## config.mk

```make
export PLATFORM = sky130hd
export DESIGN_NAME = pipelined_config_multiplexer_flat
export DESIGN_NICKNAME = d
export VERILOG_FILES = /design/src/rtl/pipelined_config_multiplexer_if.sv /design/src/rtl/pipelined_config_multiplexer.sv /design/src/flat_wrapper.sv
export SDC_FILE = /design/constraint.sdc
export NUM_CORES = 1
export LEC_CHECK = 0
export ABC_AREA = 0
export CORE_UTILIZATION = 30
export CTS_CLUSTER_DIAMETER = 100
export CTS_CLUSTER_SIZE = 14
export DETAILED_ROUTE_END_ITERATION = 16
export SYNTH_ARGS = -nofsm -noshare
export SYNTH_HDL_FRONTEND = slang
export SYNTH_SLANG_ARGS = --single-unit
```

## constraint.sdc

```tcl
create_clock -name i_clock -period 1 [get_ports i_clock]
set_input_delay 0.25 -clock i_clock [delete_from_list [all_inputs] [get_ports i_clock]]
set_output_delay 0.25 -clock i_clock [all_outputs]
set_load 0.05 [all_outputs]
```

## src/rtl/pipelined_config_multiplexer_if.sv

```systemverilog
// Bus bundle for pipelined_config_multiplexer: data path plus serial config chain.
// config_lock exists only when PIPELINED_MUX_CONFIG_LOCK_EN is defined.
interface pipelined_config_multiplexer_if #(
    parameter int unsigned SEL_WIDTH = 3
) ();
    localparam int unsigned N = 2 ** SEL_WIDTH;

    logic [N-1:0] data_in;
    logic         data_valid_in;
    logic         data_out;
    logic         data_valid_out;
    logic         config_in;
    logic         config_enable;
    logic         config_commit;
`ifdef PIPELINED_MUX_CONFIG_LOCK_EN
    logic         config_lock;
`endif
    logic         config_out;

    modport master (
        output data_in, data_valid_in, config_in, config_enable, config_commit,
`ifdef PIPELINED_MUX_CONFIG_LOCK_EN
        output config_lock,
`endif
        input  data_out, data_valid_out, config_out
    );

    modport slave (
        input  data_in, data_valid_in, config_in, config_enable, config_commit,
`ifdef PIPELINED_MUX_CONFIG_LOCK_EN
        input  config_lock,
`endif
        output data_out, data_valid_out, config_out
    );
endinterface

```

## src/rtl/pipelined_config_multiplexer.sv

```systemverilog
// 2**SEL_WIDTH:1 routing mux with scan-loaded, atomically committed selector and optional
// per-level pipelining. Optional config lock: PIPELINED_MUX_CONFIG_LOCK_EN.
module pipelined_config_multiplexer #(
    parameter int unsigned SEL_WIDTH = 3,
    parameter int unsigned PIPELINE  = 1
) (
    input logic                            i_clock,
    input logic                            i_nreset,
    pipelined_config_multiplexer_if.slave  io_bus
);
    localparam int unsigned N = 2 ** SEL_WIDTH;

    logic [SEL_WIDTH-1:0] r_shift;
    logic [SEL_WIDTH-1:0] r_selector;
    logic                 w_shift_en;
    logic                 w_commit_en;

`ifdef PIPELINED_MUX_CONFIG_LOCK_EN
    assign w_shift_en  = io_bus.config_enable & ~io_bus.config_lock;
    assign w_commit_en = io_bus.config_commit & ~io_bus.config_lock;
`else
    assign w_shift_en  = io_bus.config_enable;
    assign w_commit_en = io_bus.config_commit;
`endif

    // Commit samples the pre-shift chain contents when both happen in one cycle.
    always_ff @(posedge i_clock or negedge i_nreset) begin
        if (!i_nreset) begin
            r_shift    <= '0;
            r_selector <= '0;
        end else begin
            if (w_shift_en) begin
                r_shift <= SEL_WIDTH'({io_bus.config_in, r_shift} >> 1);
            end
            if (w_commit_en) begin
                r_selector <= r_shift;
            end
        end
    end

    assign io_bus.config_out = r_shift[0];

    if (PIPELINE != 0) begin : g_pipe
        logic [N-1:0]         r_data     [SEL_WIDTH];
        logic [SEL_WIDTH-1:0] r_sel      [SEL_WIDTH];
        logic [SEL_WIDTH-1:0] r_vld;
        logic [N-1:0]         w_src_data [SEL_WIDTH];
        logic [SEL_WIDTH-1:0] w_src_sel  [SEL_WIDTH];
        logic [SEL_WIDTH-1:0] w_src_vld;
        logic [N-1:0]         w_data_nxt [SEL_WIDTH];
        logic [SEL_WIDTH-1:0] w_sel_nxt  [SEL_WIDTH];

        // Each level keeps the surviving half in the low bits and consumes the selector MSB;
        // the carried selector shifts left so the next level again looks at its MSB.
        always_comb begin
            w_src_data[0] = io_bus.data_in;
            w_src_sel[0]  = r_selector;
            w_src_vld[0]  = io_bus.data_valid_in;
            for (int k = 1; k < SEL_WIDTH; k++) begin
                w_src_data[k] = r_data[k-1];
                w_src_sel[k]  = r_sel[k-1];
                w_src_vld[k]  = r_vld[k-1];
            end
            for (int k = 0; k < SEL_WIDTH; k++) begin
                w_data_nxt[k] = w_src_sel[k][SEL_WIDTH-1] ? (w_src_data[k] >> (N >> (k + 1)))
                                                          : w_src_data[k];
                w_sel_nxt[k]  = w_src_sel[k] << 1;
            end
        end

        always_ff @(posedge i_clock or negedge i_nreset) begin
            if (!i_nreset) begin
                for (int k = 0; k < SEL_WIDTH; k++) begin
                    r_data[k] <= '0;
                    r_sel[k]  <= '0;
                end
                r_vld <= '0;
            end else begin
                for (int k = 0; k < SEL_WIDTH; k++) begin
                    r_data[k] <= w_data_nxt[k];
                    r_sel[k]  <= w_sel_nxt[k];
                end
                r_vld <= w_src_vld;
            end
        end

        assign io_bus.data_out       = r_data[SEL_WIDTH-1][0];
        assign io_bus.data_valid_out = r_vld[SEL_WIDTH-1];
    end else begin : g_comb
        assign io_bus.data_out       = io_bus.data_in[r_selector];
        assign io_bus.data_valid_out = io_bus.data_valid_in;
    end
endmodule
```

## src/flat_wrapper.sv

```systemverilog
// flat-port wrapper written by rule: the top's interface ports become plain ports
module pipelined_config_multiplexer_flat 
#(
    parameter int unsigned SEL_WIDTH = 3,
    parameter int unsigned PIPELINE  = 1
)
  (i_clock, i_nreset, io_bus_data_in, io_bus_data_valid_in, io_bus_config_in, io_bus_config_enable, io_bus_config_commit, io_bus_data_out, io_bus_data_valid_out, io_bus_config_out);
  pipelined_config_multiplexer_if #(.SEL_WIDTH(SEL_WIDTH)) io_bus_i ();
  input logic i_clock;
  input logic i_nreset;
  input wire logic [$bits(io_bus_i.data_in)-1:0] io_bus_data_in;
  input wire logic [$bits(io_bus_i.data_valid_in)-1:0] io_bus_data_valid_in;
  input wire logic [$bits(io_bus_i.config_in)-1:0] io_bus_config_in;
  input wire logic [$bits(io_bus_i.config_enable)-1:0] io_bus_config_enable;
  input wire logic [$bits(io_bus_i.config_commit)-1:0] io_bus_config_commit;
  output wire logic [$bits(io_bus_i.data_out)-1:0] io_bus_data_out;
  output wire logic [$bits(io_bus_i.data_valid_out)-1:0] io_bus_data_valid_out;
  output wire logic [$bits(io_bus_i.config_out)-1:0] io_bus_config_out;
  assign io_bus_i.data_in = io_bus_data_in;
  assign io_bus_i.data_valid_in = io_bus_data_valid_in;
  assign io_bus_i.config_in = io_bus_config_in;
  assign io_bus_i.config_enable = io_bus_config_enable;
  assign io_bus_i.config_commit = io_bus_config_commit;
  assign io_bus_data_out = io_bus_i.data_out;
  assign io_bus_data_valid_out = io_bus_i.data_valid_out;
  assign io_bus_config_out = io_bus_i.config_out;
  pipelined_config_multiplexer #(.SEL_WIDTH(SEL_WIDTH), .PIPELINE(PIPELINE)) u_core (.i_clock(i_clock), .i_nreset(i_nreset), .io_bus(io_bus_i));
endmodule
```

# Word-level counts from Yosys, hierarchy flattened

Cells that the tools add are included.

Output and inout bits: 3
Input bits: 14
Register bits: 19
Logic and storage cells: 11

Mux-type cells: 3

Operators by type and width:

| operator         | count |
|---|---|
| 2-to-1 mux 4 bit | 1 |
| 2-to-1 mux 2 bit | 1 |
| 2-to-1 mux 1 bit | 1 |

# Logic depth before layout (Yosys ltp)

Word-level depth: 1
Mapped depth: 1
Gate-level depth less buffers: 1

# Worst setup path after synthesis

Ideal clock, no wire load.

Kind: register to register
Start: reg u_core.r_shift[0]
End: reg u_core.r_selector[0]
Buffers on the path: 0
Period minus slack after synthesis: 1.028 ns
Path slack: -0.028 ns
Cell stages (with the launch flop): 2
Data arrival time: 0.900 ns
Required time: 0.872 ns
Cell sequence: dfrtp_1 mux2_1

RTL lines:

| item                     | RTL line                           | source |
|---|---|---|
| start: declaration       | pipelined_config_multiplexer.sv:13 | `logic [SEL_WIDTH-1:0] r_shift;` |
| start signal: assignment | pipelined_config_multiplexer.sv:33 | `r_shift <= SEL_WIDTH'({io_bus.config_in, r_shift} >> 1);` |
| end signal: assignment   | pipelined_config_multiplexer.sv:36 | `r_selector <= r_shift;` |
| end: declaration         | pipelined_config_multiplexer.sv:14 | `logic [SEL_WIDTH-1:0] r_selector;` |

No word-level cell between the ends.

# Worst setup path in the final report

Start: reg u_core.r_shift[0]
End: out io_bus_config_out

RTL lines:

| item             | RTL line           | source |
|---|---|---|
| end: declaration | flat_wrapper.sv:18 | `output wire logic [$bits(io_bus_i.config_out)-1:0] io_bus_config_out;` |

No word-level cell between the ends.

==> results.json <==
{
  "status": "finished, violations left",
  "violations": "setup timing",
  "arrival_ns": 0.88,
  "synth-compound-area-share": 0,
  "power_density_nw_per_um2": 1884,
  "yosys.area_share.simple": 0,
  "leakage_nw": 0.3888,
  "syn_nets": 46,
  "synth_xor_xnor_area_share": 0,
  "hold_class": "in -> async",
  "synth_common_cells": "19 x dfrtp_1, 10 x mux2_1, 3 x mux2_2",
  "drc": 0,
  "critPathMaxFanout": 2,
  "first_iter_violations": 4,
  "start_util": 0.3170,
  "r2r_end": "u_core.r_selector[0]$_DFFE_PN0P_",
  "grt_max_degree": 20,
  "drv_slew": 0,
  "grt_pass1_wl_um": 1455,
  "dieWidth_um": 47.53,
  "synth_seq_cells": 19,
  "multi_input_area_sq_um": 150.1,
  "drive_gt1_frac": 0.2593,
  "finalWirelength_um": 877,
  "cap_violations": 0,
  "vias_per_cell": 4.136,
  "pre_cts_slack_ns": -0.2655,
  "synth-adder-area-share": 0,
  "worstReg2RegStart": "u_core.r_shift[0]$_DFFE_PN0P_",
  "synth_edf_count": 0,
  "core_area_sq_um": 1962,
  "rsz0062_at_grt": "yes",
  "fin_setup_tns_ns": -0.3421,
  "reg2reg_slack_ns": 0.04,
  "grt_busiest_layer": "met2",
  "placed_cells": 76,
  "final_area_sq_um": 905.9,
  "endpoint_kind": "output port",
  "postSynthCellCount": 32,
  "yosysMostFrequentCell": "dfrtp_1",
  "synth.avg_cell_area_sq_um": 19.43,
  "seq_area_frac_synth": 0.7646,
  "r2r_cells": 2,
  "crit_family": "flip-flops",
  "cts_max_path_buffers": 2,
  "synth_top_area_cell": "dfrtp_1",
  "critPathLaunchType": "flop",
  "worst_pin_slew_ns": 0.1750,
  "via_count": 335,
  "post_drt_wl_per_cell_um": 10.83,
  "antenna_left": 0,
  "die_h_um": 47.53,
  "grtUsageMet3": 0.03396,
  "synth_area_sq_um": 621.8,
  "grtUsageMet2": 0.1452,
  "fmax_mhz": 884.3,
  "gp_congestion": 0.6014,
  "portBuffers": 16,
  "relSlewSlack": 0.8834,
  "path_class": "reg -> out",
  "ir_worst_vdd_mv": 0.8627,
  "synthFlopType": "dfrtp_1",
  "cp_cell_sequence": "buf_12",
  "async_reset_ff_frac": 1.000,
  "cts_hold_buffers": 0,
  "yosysWarnings": 0,
  "crit_required_ns": 0.75,
  "synth_mux_area_frac": 0.2354,
  "placed_area_sq_um": 867.1,
  "drt_pass1_iterations": 2,
  "instances_no_fill": 81,
  "clk_pin_slew_worst_paths_ns": 0.11,
  "cts_tree": "yes",
  "antennaDiodeCount": 0,
  "htreeDepth": 1,
  "final_nets": 69,
  "hold_ws_ns": 0.2830,
  "critPathMaxStageDelay_ns": 0.44,
  "grt_pass1_vias": 329,
  "ff_latch_area_sq_um": 476.7,
  "finalSetupViolCount": 3,
  "synth_area_leaders": "dfrtp_1 76%, mux2_1 18%, mux2_2 5.4%",
  "crit_buf_inv": 1,
  "synthDistinctLibCells": 3,
  "clk_latency_ns": 0.29,
  "boundaryPins": 17,
  "cts_root_buf": "clkbuf_4",
  "synth_top_area_frac": 0.7646,
  "grtUsageMet1": 0.1247,
  "antenna_found_initial": 0,
  "grt-ovfl-total": 0,
  "die_area_sq_um": 2259,
  "cts_made_buffers": 3,
  "synth_top_family_by_area": "multiplexers",
  "fillers": 187,
  "skew_ns": 0.005958,
  "crit_path_top_delay_cell": "dfrtp_2",
  "setup_ws_ns": -0.1308,
  "finalCritPeriodShare": 1.131,
  "grt_use_total": 0.09945,
  "finalHoldViolCount": 0,
  "min_period_ns": 1.131,
  "area_growth_pct": 45.67,
  "cts_sinks": 19,
  "rows": 16
}
==> cells by family (layout without fill, tap and decap cells) <==
family | after synthesis | count (layout)
DFF | 19 | 19
buffers and inverters | 0 | 22
muxes | 13 | 13
==> final cells by class <==
cell class                      instances  share of cell area
Tap cell                               27             0.03729
Multi-Input combinational cell         13              0.1657
Sequential cell                        19              0.5262
Clock inverter                          1            0.005525
Clock buffer                            3             0.02486
Timing Repair Buffer                   18              0.2403
==> placed cells by master, fill, tap and decap left out <==
cell / n
dfrtp_1: 18
clkdlybuf4s50_1: 13
mux2_1: 9
buf_12: 4
mux2_2: 3
clkbuf_4: 3
mux2_4: 1
clkinv_2: 1
buf_4: 1
dfrtp_2: 1
==> worst max path at each step <==
| stage | from | endpoint | slack, ns | cells after the start |
|---|---|---|---|---|
| floorplan | u_core.r_shift[0]$_DFFE_PN0P_ | u_core.r_selector[0]$_DFFE_PN0P_ | 0.06 | 1 |
| global placement | io_bus_config_commit | u_core.r_selector[0]$_DFFE_PN0P_ | -0.25 | 2 |
| detailed placement | io_bus_config_commit | u_core.r_selector[2]$_DFFE_PN0P_ | -0.27 | 2 |
| CTS | u_core.r_shift[0]$_DFFE_PN0P_ | io_bus_config_out | -0.14 | 1 |
| global route | u_core.r_shift[0]$_DFFE_PN0P_ | io_bus_config_out | -0.17 | 1 |
| finish | u_core.r_shift[0]$_DFFE_PN0P_ | io_bus_config_out | -0.13 | 1 |
==> routing by layer <==
| layer | share of wire | up-vias | routed length, um |
|---|---|---|---|
| li1 | - | 157 | - |
| met1 | 0.44 | 169 | 386 |
| met2 | 0.51 | 9 | 451 |
| met3 | 0.044 | 0 | 39 |
| met4 | 0 | 0 | 0 |
| met5 | 0 | - | 0 |
==> timing repair <==
| action | in CTS | in global routing |
|---|---|---|
| endpoints found under the setup margin | 3 | 4 |
| setup buffers | 1 | 0 |
| resized for setup | 0 | 1 |
| endpoints found under the hold margin | 0 | 0 |
==> metrics by stage <==
stage	power [mW]	utilization
3_5_place_dp	1.340	0.4420
2_1_floorplan	1.123	-
6_report	1.707	0.4617
4_1_cts	1.734	0.4598
3_3_place_gp	1.332	0.4420
5_1_grt	1.808	0.4617
==> state kept, by name, summed over array words and instances (netlist names) <==
register	count
u_core.g_pipe.r_data	6
u_core.g_pipe.r_sel	3
u_core.g_pipe.r_vld	3
u_core.io_bus.data_out	1
u_core.r_selector	3
u_core.r_shift	3
==> power breakdown <==
part           internal (mW)  switching [mW]
Sequential             0.896          0.0658
Combinational          0.228           0.145
Clock                  0.149           0.224
(Power assumes the default switching activity.)
